## src/rtl/trace_pkg.sv

```systemverilog
// ============================================================================
//  Module      : trace_pkg
//  Description : Shared types and constants for the M1 opcode-fetch tracer.
//  Revision    : 1.0  initial release
// ============================================================================
`default_nettype none

package trace_pkg;

    localparam int TRACE_W  = 32;
    localparam int c_pc_lsb = 16;
    localparam int c_a_lsb  = 8;
    localparam int c_f_lsb  = 0;

    typedef enum logic [1:0] {
        IDLE    = 2'd0,
        SKIP    = 2'd1,
        CAPTURE = 2'd2,
        DONE    = 2'd3
    } state_t;

    function automatic logic [TRACE_W-1:0] pack_entry(
        input logic [15:0] pc,
        input logic [7:0]  a,
        input logic [7:0]  f
    );
        logic [TRACE_W-1:0] e;
        e = '0;
        e[c_pc_lsb +: 16] = pc;
        e[c_a_lsb  +: 8]  = a;
        e[c_f_lsb  +: 8]  = f;
        return e;
    endfunction

endpackage

`default_nettype wire

```

## src/rtl/trace_fifo.sv

```systemverilog
// ============================================================================
//  Module      : trace_fifo
//  Description : Synchronous-write FIFO with a registered head-of-queue output.
//  Revision    : 1.0  initial release
// ============================================================================
`default_nettype none

module trace_fifo
    import trace_pkg::*;
#(
    parameter int DEPTH = 16,
    parameter int WIDTH = TRACE_W
) (
    input  logic             clk,
    input  logic             rst,
    input  logic             push,
    input  logic             pop,
    input  logic [WIDTH-1:0] wr_data,
    output logic [WIDTH-1:0] rd_data,
    output logic             valid,
    output logic             dropped
);

    localparam int c_aw = $clog2(DEPTH);

    logic [c_aw:0]      r_wr_ptr, r_rd_ptr;
    logic [c_aw:0]      w_wr_next, w_rd_next;
    logic [WIDTH-1:0]   r_mem [DEPTH];
    logic [WIDTH-1:0]   r_head;
    logic               w_empty, w_full, w_pop, w_push;

    assign w_empty   = (r_wr_ptr == r_rd_ptr);
    assign w_full    = (r_wr_ptr[c_aw-1:0] == r_rd_ptr[c_aw-1:0]) &&
                       (r_wr_ptr[c_aw] != r_rd_ptr[c_aw]);
    assign w_pop     = pop & ~w_empty;
    // A full FIFO still accepts a write when the head leaves in the same cycle.
    assign w_push    = push & (~w_full | w_pop);
    assign w_rd_next = r_rd_ptr + {{c_aw{1'b0}}, w_pop};
    assign w_wr_next = r_wr_ptr + {{c_aw{1'b0}}, w_push};

    always_ff @(posedge clk) begin
        if (w_push) begin
            r_mem[r_wr_ptr[c_aw-1:0]] <= wr_data;
        end
    end

    // The head register preloads the next entry; if that entry is the one
    // being written now, take it straight from wr_data.
    always_ff @(posedge clk) begin
        if (rst) begin
            r_wr_ptr <= '0;
            r_rd_ptr <= '0;
            r_head   <= '0;
        end else begin
            r_wr_ptr <= w_wr_next;
            r_rd_ptr <= w_rd_next;
            r_head   <= (w_push && (w_rd_next == r_wr_ptr)) ? wr_data
                                                            : r_mem[w_rd_next[c_aw-1:0]];
        end
    end

    assign rd_data = r_head;
    assign valid   = ~w_empty;
    assign dropped = push & ~w_push;

endmodule

`default_nettype wire

```

## src/rtl/m1_trace_buffer.sv

```systemverilog
// ============================================================================
//  Module      : m1_trace_buffer
//  Description : Records {pc,a,f} at each M1 fetch after the first, up to a step limit.
//  Revision    : 1.0  initial release
// ============================================================================
`default_nettype none

module m1_trace_buffer
    import trace_pkg::*;
#(
    parameter int DEPTH      = 16,
    parameter int STEP_LIMIT = 100
) (
    input  logic               clk,
    input  logic               rst,
    input  logic               arm,
    input  logic               m1,
    input  logic [15:0]        pc,
    input  logic [7:0]         a,
    input  logic [7:0]         f,
    output logic [TRACE_W-1:0] out_data,
    output logic               out_valid,
    input  logic               out_ready,
    output logic               done,
    output logic [7:0]         drops
);

    localparam logic [15:0] c_step_end = 16'(STEP_LIMIT + 1);

    state_t      r_state, w_state_next;
    logic [15:0] r_step, w_step_next, w_step_inc;
    logic [7:0]  r_drops;
    logic        w_push, w_dropped;

    assign w_step_inc = r_step + 16'd1;

    always_ff @(posedge clk) begin
        if (rst) begin
            r_state <= IDLE;
            r_step  <= '0;
            r_drops <= '0;
        end else begin
            r_state <= w_state_next;
            r_step  <= w_step_next;
            if (w_dropped && (r_drops != 8'hFF)) begin
                r_drops <= r_drops + 8'd1;
            end
        end
    end

    // Dropping arm wins over a coincident m1 pulse.
    always_comb begin
        w_state_next = r_state;
        w_step_next  = r_step;
        w_push       = 1'b0;
        case (r_state)
            IDLE: begin
                if (arm) w_state_next = SKIP;
            end
            SKIP: begin
                if (!arm) begin
                    w_state_next = IDLE;
                    w_step_next  = '0;
                end else if (m1) begin
                    w_state_next = CAPTURE;
                    w_step_next  = w_step_inc;
                end
            end
            CAPTURE: begin
                if (!arm) begin
                    w_state_next = IDLE;
                    w_step_next  = '0;
                end else if (m1) begin
                    w_step_next = w_step_inc;
                    w_push      = 1'b1;
                    if (w_step_inc == c_step_end) w_state_next = DONE;
                end
            end
            DONE: begin
                w_state_next = DONE;
            end
            default: begin
                w_state_next = IDLE;
            end
        endcase
    end

    trace_fifo #(
        .DEPTH (DEPTH),
        .WIDTH (TRACE_W)
    ) u_fifo (
        .clk     (clk),
        .rst     (rst),
        .push    (w_push),
        .pop     (out_ready),
        .wr_data (pack_entry(pc, a, f)),
        .rd_data (out_data),
        .valid   (out_valid),
        .dropped (w_dropped)
    );

    assign done  = (r_state == DONE);
    assign drops = r_drops;

endmodule

`default_nettype wire

```

## config.mk

```make
export PLATFORM = sky130hd
export DESIGN_NAME = m1_trace_buffer
export DESIGN_NICKNAME = d
export VERILOG_FILES = /design/src/rtl/trace_pkg.sv /design/src/rtl/trace_fifo.sv /design/src/rtl/m1_trace_buffer.sv
export SDC_FILE = /design/constraint.sdc
export NUM_CORES = 1
export LEC_CHECK = 0
export ABC_AREA = 1
export BUFFER_PORTS_ARGS = -buffer_cell sky130_fd_sc_hd__buf_2
export CAP_MARGIN = 20
export CELL_PAD_IN_SITES_DETAIL_PLACEMENT = 1
export CELL_PAD_IN_SITES_GLOBAL_PLACEMENT = 1
export CORE_ASPECT_RATIO = 2
export CORE_MARGIN = 4
export CORE_UTILIZATION = 46
export DETAILED_ROUTE_END_ITERATION = 8
export PLACE_DENSITY = 0.81
export SYNTH_ARGS = -nofsm -noshare
export SYNTH_HDL_FRONTEND = slang
export SYNTH_SLANG_ARGS = --single-unit
```

## constraint.sdc

```tcl
create_clock -name clk -period 2.95 [get_ports clk]
set_input_delay 0.1475 -clock clk [delete_from_list [all_inputs] [get_ports clk]]
set_output_delay 0.1475 -clock clk [all_outputs]
set_load 0.05 [all_outputs]
```

Word level (Yosys, flattened, before mapping)
Memories as Yosys holds them, arrays and structs flattened.
Cells that the tools add are included.
{ "word_totals": {"in_bits": 37, "memories": 1, "latchBits": 0, "output_inout_bits": 42, "elab_cells": 54, "reg_bits": 68, "ram_bits": 512, "rom_bits": 0} }
{ "classes": {"add_sub_neg": 4, "n_eq_ne": 14, "n_shift": 0, "n_reduce_logical": 7, "bitwise_logic": 7, "mux": 15, "order_cmp": 0, "n_mul": 0, "div_mod_pow": 0} }
{ "memory_table": {"columns": ["name", "words", "word_bits", "rd", "rd_ports_with_merged_regs", "wr", "line", "text"], "rows": [
  ["u_fifo.r_mem", 16, 32, 1, 0, 1, "trace_fifo.sv:28", "logic [WIDTH-1:0] r_mem [DEPTH];"]
]} }
{ "op_table": {"columns": ["op", "count"], "rows": [
  ["16-bit two-way mux", 2],
  ["32-bit two-way mux", 1],
  ["16-bit by 1-bit adder with 16-bit output, second input constant", 1],
  ["16-bit by 7-bit == test with 1-bit output, second input constant", 1],
  ["2-bit two-way mux", 6],
  ["5-bit by 1-bit adder with 5-bit output", 2],
  ["5-bit == test", 2],
  ["3-bit inequality test, second input constant", 3],
  ["8-bit by 1-bit adder with 8-bit output, second input constant", 1],
  ["8-bit inequality test, second input constant", 1],
  ["2-bit one-hot mux with 4 select lines", 1],
  ["1-bit two-way mux", 5],
  ["2-bit == test, second input constant", 2],
  ["4-bit == test", 1],
  ["4-bit AND reduction", 1],
  ["1-bit AND", 3],
  ["1-bit logical AND", 3],
  ["1-bit NOT", 3],
  ["2-bit by 1-bit == test with 1-bit output, second input constant", 1],
  ["2-bit zero test", 1],
  ["2-bit by 1-bit inequality test with 1-bit output, second input constant", 1],
  ["2-bit inequality test, second input constant", 1],
  ["2-bit AND reduction", 1],
  ["2-bit OR reduction", 1],
  ["2 further kinds", 2]
]} }

Depth between registers and ports, before layout
Gate-level depths: netlist of run 1.
{ "depth": {"depth_word": 8, "ltp_mapped": 18, "depth_no_buf": 15} }

Modules after synthesis
From an unflattened synthesis of run 1, not the netlist that was laid out.
{ "unflattened": {"cells_unflattened": 2277, "hier_area_um2": 24205.7} }
{ "by_module_without_submodules": {"columns": ["module", "instances", "area_each_um2", "seq_area_each_um2", "cells_each"], "rows": [
  ["trace_fifo", 1, 22562.9, 16215.6, 2013],
  ["m1_trace_buffer", 1, 1642.8, 520.5, 264]
]} }

Worst setup path after synthesis of run 1
No wires, ideal clock.
{ "synth_timing": {"kind": "register to register", "startpoint": "register u_fifo.r_wr_ptr[1]", "endpoint": "register u_fifo.r_head[20], in the netlist u_fifo.rd_data[20]", "required_ns": 2.837, "setup_ns": 0.113, "stages_incl_launch_ff": 19, "path_slack_ns": -0.241, "n_path_buf": 4, "synth_period_minus_slack_ns": 3.191, "arrival_time_ns": 3.078, "cell_sequence": "dfxtp_1 > buf_2 > xor2_1 > nor4_2 > nand2_1 > nand2_1 > inv_1 > ha_1 > ha_1 > buf_2 > inv_2 > buf_2 > buf_1 > a32o_1 > a21oi_1 > o21ai_0 > nand2_1 > nor2_1 > nor2_1"} }
{ "synth_via": {"elab_chain_len": 7, "word_cells_on_any_way": 13, "classes_between": "add/sub: 1; eq/ne: 3; mux: 1; bitwise: 5; reduce/logical: 2; memory: 1"} }
{ "synth_lines": {"columns": ["element", "line", "text"], "rows": [
  ["from (decl)", "trace_fifo.sv:26", "logic [c_aw:0] r_wr_ptr, r_rd_ptr;"],
  ["from (signal assigned)", "trace_fifo.sv:55", "r_wr_ptr <= w_wr_next;"],
  ["5-bit == test (*)", "trace_fifo.sv:32", "assign w_empty = (r_wr_ptr == r_rd_ptr);"],
  ["1-bit NOT (*)", null, null],
  ["net out_valid", "m1_trace_buffer.sv:22", "output logic out_valid,"],
  ["1-bit AND (*)", "trace_fifo.sv:35", "assign w_pop = pop & ~w_empty;"],
  ["5-bit by 1-bit adder with 5-bit output (*)", "trace_fifo.sv:38", "assign w_rd_next = r_rd_ptr + {{c_aw{1'b0}}, w_pop};"],
  ["net u_fifo.w_rd_next[1]", "trace_fifo.sv:27", "logic [c_aw:0] w_wr_next, w_rd_next;"],
  ["branches (longest 2 deep; another with memory read 16 x 32 bit)", null, null],
  ["32-bit two-way mux (*)", "trace_fifo.sv:57", "r_head <= (w_push && (w_rd_next == r_wr_ptr)) ? wr_data"],
  ["to (signal assigned)", "trace_fifo.sv:57", null],
  ["to (decl)", "trace_fifo.sv:29", "logic [WIDTH-1:0] r_head;"]
]} }
Mark *: on every way through the listed nets, which the timed path passes.
A chain may end at the register's enable or synchronous reset.

Worst setup path in the final report of run 1
{ "layout_timing": {"startpoint": "register u_fifo.r_wr_ptr[1]", "endpoint": "register u_fifo.r_head[4], in the netlist u_fifo.rd_data[4]"} }
{ "layout_via": {"elab_chain_len": 7, "word_cells_on_any_way": 13, "classes_between": "add/sub: 1; eq/ne: 3; mux: 1; bitwise: 5; reduce/logical: 2; memory: 1"} }
{ "layout_lines": {"columns": ["element", "line"], "rows": [
  ["5-bit == test (*)", "trace_fifo.sv:32"],
  ["1-bit NOT (*)", "trace_fifo.sv:35"],
  ["1-bit AND (*)", "trace_fifo.sv:35"],
  ["5-bit by 1-bit adder with 5-bit output (*)", "trace_fifo.sv:38"],
  ["net u_fifo.w_rd_next[1]", "trace_fifo.sv:27"],
  ["branches (longest 2 deep; another with memory read 16 x 32 bit)", null],
  ["32-bit two-way mux (*)", "trace_fifo.sv:57"]
]} }
Marks and branches as above.

==> impl_metrics.py, run 1 <==
metrics = {
    "timing": {
        "setup-violations-final": 10,
        "final_max_slew_viol_count": 0,
        "fin_crit_ns": 3.11,
        "tightest_slew_ns": 0.585,
        "max_freq_mhz": 322,
        "fin_ws_ns": -0.160,
        "period_share": 1.05,
        "slew_headroom": 0.609,
        "hold_viol": 0,
        "finalClockSkew_ns": 0.0350,
        "whs_ns": 0.0332,
        "finalSetupTns_ns": -0.579,
    },
    "pwr": {
        "ir_drop_mv": 0.486,
        "leakage_nw": 9.69,
        "power_density_nw_per_um2": 690,
    },
    "outcome": {
        "status": "finished with violations",
        "violations": "negative setup slack",
    },
    "worst_setup_path": {
        "reg2reg_depth": 16,
        "worstSetupStartpointType": "flop",
        "r2r_setup_slack_ns": -0.16,
        "cp-endpoint": "u_fifo.rd_data[4]",
        "arrival_ns": 3.60,
        "required_ns": 3.44,
        "path_cells": "xor2_2, nor4_4, nand2_2, nand2_2, inv_2, ha_4, ha_4, clkinv_8, buf_16, a21oi_1, a32o_1, a21oi_2, o21ai_1, nand2_1, nor2_1, nor2_1",
        "rr_endpoint": "u_fifo.rd_data[4]",
        "r2r-start": "u_fifo.r_wr_ptr[1]",
        "crit_start": "u_fifo.r_wr_ptr[1]",
        "worstSetupEndpointType": "flop",
        "slowest_delay_ns": 0.35,
        "crit_type": "reg -> reg",
        "slowest_stage": "ha_4",
        "cp_max_fo": 26,
    },
    "cts": {
        "cts_root_buf": "clkbuf_16",
        "cts.sinks": 580,
        "htree_levels": 2,
        "cts_buffers": 49,
        "insertion_delay_ns": 0.62,
        "cts_tree": "done",
        "clk_pin_slew_ns": 0.08,
        "cts.path.max_buffers": 3,
    },
    "drt": {
        "remaining_drc_errors": 0,
        "vias": 17249,
        "routed_wl_mm": 80.6,
        "ant_nets": 0,
        "wl_per_cell_um": 29.6,
        "drt-pass1-iter-count": 6,
        "first_iter_violations": 1930,
        "viasPerCell": 6.34,
    },
    "yosys": {
        "ys_warn_count": 0,
        "async_flop_share": 0,
        "syn_inst": 1876,
        "synth_flop_cell": "edfxtp_1",
        "synth_seq_cells": 580,
        "synth_area_um2": 23100,
        "syn_nets": 1925,
        "avgSynthCellArea_um2": 12.3,
        "synth_cell_types": 35,
        "seq_area_frac_synth": 0.725,
        "synth_edf_count": 512,
    },
    "global_routing": {
        "grt_max_degree": 87,
        "track_usage": 0.262,
        "grt_pass1_vias": 18100,
        "grt_pass1_wl_mm": 109,
        "overflow": 0,
        "antenna_found_initial": 1,
    },
    "min_path": {
        "min_from": "rst",
        "min-delay-path-class": "in -> reg",
    },
    "final_layout": {
        "nets": 2085,
        "mostFrequentLayoutCells": "edfxtp_1 (512), nor2_1 (300), nand2_1 (216), o21ai_0 (204)",
        "final_util": 0.562,
        "syn_to_final_growth_pct": 20.6,
        "drive_gt1_frac": 0.161,
        "final_cell_area_um2": 27800,
        "layout_commonest_cell": "edfxtp_1",
    },
    "floorplanning": {
        "rows": 115,
        "start_util": 0.466,
        "die_x_um": 166,
        "die_area_um2": 54100,
        "num_io_pins": 79,
        "die_y_um": 325,
        "core_area_um2": 49500,
    },
    "job": {
        "maxCapViolCount": 0,
    },
    "placed_design": {
        "place_congestion": 0.815,
        "hpwl_mm": 41.2,
        "numPortBuffers": 78,
        "place_area_um2": 24900,
    },
}
## state kept, by name (all words and copies together) (netlist names)
register	cells
drops	8
r_state	2
r_step	16
u_fifo.r_mem	512
u_fifo.r_rd_ptr	5
u_fifo.r_wr_ptr	5
u_fifo.rd_data	32
## cell families after synthesis
kind of cell	after synthesis	share of synthesized area
flip-flops	580	0.725
XOR/XNOR	21	0.00829
adder cells (fa/ha/maj)	12	0.00650
AND/OR/NAND/NOR	616	0.106
AO/OA/AOI/OAI	483	0.124
buffers and inverters	164	0.0299
## how the worst min path moves through the flow
stage                    endpoint  slack, ns  cells past startpoint
4_1_cts        u_fifo.r_wr_ptr[1]       0.01                      2
3_5_place_dp           r_step[15]       0.49                      2
6_report       u_fifo.r_rd_ptr[3]       0.03                      2
5_1_grt        u_fifo.r_rd_ptr[3]       0.06                      2
2_1_floorplan  u_fifo.r_mem[0][0]       0.25                      0
3_3_place_gp           r_step[15]       0.47                      2
## synth_stat cells, types with 2 or more instances
master	n	share of area
nand2_1	220	0.036
a21oi_1	89	0.019
buf_4	7	0.0023
nand4_1	6	0.0016
clkbuf_1	79	0.013
buf_2	20	0.0043
inv_1	40	0.0065
o22ai_1	33	0.0089
buf_1	12	0.0020
buf_6	3	0.0015
xor2_1	11	0.0042
o21ai_0	217	0.047
o21ai_1	47	0.010
dfxtp_1	68	0.059
nand3_1	57	0.012
nor2_2	2	0.00054
or2_2	5	0.0014
ha_1	12	0.0065
o221ai_1	64	0.024
edfxtp_1	512	0.67
nor2_1	317	0.052
inv_2	2	0.00033
a32o_1	31	0.013
nor3_1	3	0.00065
xnor2_1	9	0.0034
## power breakdown
group | internal [W] | switching [W]
clock network | 0.00395 | 0.00312
logic | 0.000962 | 0.00205
registers | 0.00904 | 0.0000723
## critical path, delay by kind of cell (launching register included)
kind                       cells  cell delay, ns
xor gates and xnor gates       1            0.18
and+or+nand+nor                6            0.86
DFF                            1            0.34
adders and majority gates      2            0.51
AOI/OAI and AO/OA              4            0.73
buffers and inverters          3            0.34
## metal layers
layer	up-vias	part of all wire	routed length [µm]	GRT usage
li1	7179	-	-	-
met1	8646	0.33	26700	0.293
met2	1085	0.52	42100	0.477
met3	339	0.075	6080	0.0341
met4	0	0.071	5690	0.144
met5	-	0	0	0
## layout make-up
class	count	area, µm²
fill	4987	21700
sequential	580	16700
multi-input combinational	1132	5950
timing repair buffer	231	2430
clock buffer	64	1340
tap	643	805
clock inverter	28	375
inverter	42	186
antenna	1	2.50
## timing repair
action,CTS,global route
endpoints found under the setup margin,32,32
pin swaps,3,34
gates cloned,2,13
hold endpoints to repair,533,0
hold buffers,33,0
setup buffers,3,16
gates resized for setup,9,73
## through the flow
stage / std cells / total power (W) / setup WS, ns
floorplan: 1876 / 0.0109 / -0.0198
global placement: 2561 / 0.0116 / 0.101
detailed placement: 2561 / 0.0118 / -0.0793
CTS: 2691 / 0.0188 / 0.00187
global route: 2721 / 0.0198 / -0.243
finish: 2721 / 0.0192 / -0.160
(Power assumes the default switching activity.)
==> inputs of run 2 (changes only) <==
--- a/config.mk
+++ b/config.mk
@@ -18,3 +18,4 @@
 export SYNTH_ARGS = -nofsm -noshare
 export SYNTH_HDL_FRONTEND = slang
 export SYNTH_SLANG_ARGS = --single-unit
+export TNS_END_PERCENT = 5
==> run 2 against run 1 <==
The run still ends with negative setup slack left. Routed wire length fell by 3.3%. Flip-flop and latch count did not move. Clock skew fell by 0.0027 ns. Clock power fell by 6.2%. Global-route usage rose by 0.28 points. Non-clock buffer count fell by 9. Die area did not move. Design area fell by 0.16%. Critical path type unchanged. Largest power group unchanged.
==> impl_metrics.py, run 2 (synthesis gave the netlist of run 1 again) <==
metrics = {
    "timing": {
        "fin_crit_ns": 3.03,
        "setup-violations-final": 18,
        "fin_ws_ns": -0.0767,
        "max_freq_mhz": 330,
        "tightest_slew_ns": 0.988,
        "hold_viol": 0,
        "rsz0062_at_grt": "true",
        "final_max_slew_viol_count": 0,
        "period_share": 1.03,
        "slew_headroom": 0.338,
        "finalClockSkew_ns": 0.0323,
    },
    "floorplanning": {
        "start_util": 0.466,
        "num_io_pins": 79,
        "die_area_um2": 54100,
        "die_y_um": 325,
        "die_x_um": 166,
        "rows": 115,
        "core_area_um2": 49500,
    },
    "drt": {
        "drt-pass1-iter-count": 5,
        "vias": 16981,
        "remaining_drc_errors": 0,
        "first_iter_violations": 1817,
        "routed_wl_mm": 77.9,
        "viasPerCell": 6.25,
        "wl_per_cell_um": 28.7,
        "ant_nets": 0,
    },
    "worst_setup_path": {
        "crit_start": "u_fifo.r_rd_ptr[0]",
        "worstSetupEndpointType": "flop",
        "arrival_ns": 3.51,
        "rr_endpoint": "u_fifo.rd_data[31]",
        "reg2reg_depth": 14,
        "crit_type": "reg -> reg",
        "r2r-start": "u_fifo.r_rd_ptr[0]",
        "required_ns": 3.44,
        "cp_max_fo": 18,
        "r2r_setup_slack_ns": -0.08,
        "worstSetupStartpointType": "flop",
    },
    "final_layout": {
        "mostFrequentLayoutCells": "edfxtp_1 (512), nor2_1 (291), nand2_1 (218), o21ai_0 (172)",
        "drive_gt1_frac": 0.169,
        "layout_commonest_cell": "edfxtp_1",
        "syn_to_final_growth_pct": 20.4,
        "fin_cells": 2715,
        "final_cell_area_um2": 27800,
        "largest_register_ffs": 512,
        "final_util": 0.561,
        "nets": 2078,
    },
    "pwr": {
        "leakage_nw": 9.63,
        "total_power_w": 0.0189,
        "ir_drop_mv": 0.427,
        "swShare": 0.273,
        "intPower_w": 0.0137,
        "seqPwrFrac": 0.483,
        "power_density_nw_per_um2": 679,
        "comb_power_share": 0.166,
        "p_clk_frac": 0.351,
        "switchingPower_w": 0.00516,
    },
    "min_path": {
        "min_path_cells": 3,
        "min-delay-path-class": "in -> reg",
        "min_from": "rst",
        "min_to": "u_fifo.r_rd_ptr[3]",
    },
    "placed_design": {
        "place_ws_ns": -0.111,
        "dp.cells": 2556,
        "hpwl_mm": 40.7,
        "place_congestion": 0.827,
        "place_area_um2": 24800,
        "numPortBuffers": 78,
    },
    "global_routing": {
        "grt_max_degree": 57,
        "antenna_found_initial": 2,
        "track_usage": 0.264,
        "grt_pass1_vias": 17936,
        "overflow": 0,
        "grt_pass1_wl_mm": 109,
    },
    "cts": {
        "insertion_delay_ns": 0.61,
        "cts.path.max_buffers": 3,
        "cts_root_buf": "clkbuf_16",
        "htree_levels": 2,
        "clk_pin_slew_ns": 0.07,
        "cts_tree": "done",
        "cts_buffers": 49,
        "cts.sinks": 580,
    },
    "job": {
        "maxCapViolCount": 0,
    },
    "outcome": {
        "status": "finished with violations",
        "violations": "negative setup slack",
    },
}
run 2: cell count changes in the layout (fill, tap and decap cells not counted), moves of 8 or more:
cell,before,now
o21ai_1,58,79
o21ai_0,204,172
o21ai_2,2,13
buf_12,29,21
nor2_2,3,11
nor2_1,300,291
run 2: worst max-delay path by stage:
stage,end,slack (ns)
final,u_fifo.rd_data[31],-0.08
after global routing,u_fifo.rd_data[16],-0.24
after CTS,u_fifo.rd_data[30],-0.002
after detailed placement,u_fifo.rd_data[28],-0.11
after global placement,u_fifo.rd_data[30],0.14
after floorplan,u_fifo.rd_data[20],-0.03
run 2: final cells by class:
class                      instances  area (µm²)
fill                            4961       21700
sequential                       580       16700
multi-input combinational       1132        6110
timing repair buffer             222        2310
clock buffer                      72        1430
tap                              643         805
inverter                          42         200
clock inverter                    19         181
timing repair inverter             2        20.0
antenna                            3        7.51
run 2: what timing repair did:
action | in CTS | in global routing
cloned | 5 | 10
resized for setup | 32 | 121
hold buffers | 33 | 0
setup buffers | 5 | 12
hold endpoints to repair | 527 | 0
setup endpoints to repair | 32 | 32
pin swaps | 9 | 13
run 2: power by group through the flow:
| stage | Sequential (W) | Clock, W | Combinational (W) |
|---|---|---|---|
| floorplan | 0.00955 | 0 | 0.00133 |
| global placement | 0.00930 | 0 | 0.00231 |
| detailed placement | 0.00930 | 0 | 0.00249 |
| CTS | 0.00912 | 0.00666 | 0.00273 |
| global route | 0.00913 | 0.00704 | 0.00334 |
| finish | 0.00913 | 0.00663 | 0.00313 |
run 2: routing by layer:
metal	vias to the layer above	track usage	share of wire
li1	7165	-	-
met1	8561	0.297	0.34
met2	954	0.486	0.53
met3	301	0.0343	0.068
met4	0	0.139	0.068
met5	-	0	0
run 2: worst max-delay path: stages, from the launching register on:
cell	delay [ns]
dfxtp_2	0.35
xor2_2	0.20
nor4_4	0.35
nand2_2	0.11
nand2_1	0.09
inv_1	0.07
ha_4	0.18
nand3_1	0.28
xor2_2	0.30
nand4_4	0.19
nor2_4	0.16
nand2_4	0.13
buf_12	0.20
o21ai_0	0.21
nor2_1	0.09
run 2: through the flow:
stage | setup TNS (ns) | hold WS (ns)
3_5_place_dp | -0.918 | 0.501
5_1_grt | -3.80 | 0.0745
4_1_cts | -0.00220 | 0.0554
6_report | -0.446 | 0.0687
2_1_floorplan | -0.436 | 0.246
3_3_place_gp | 0 | 0.468
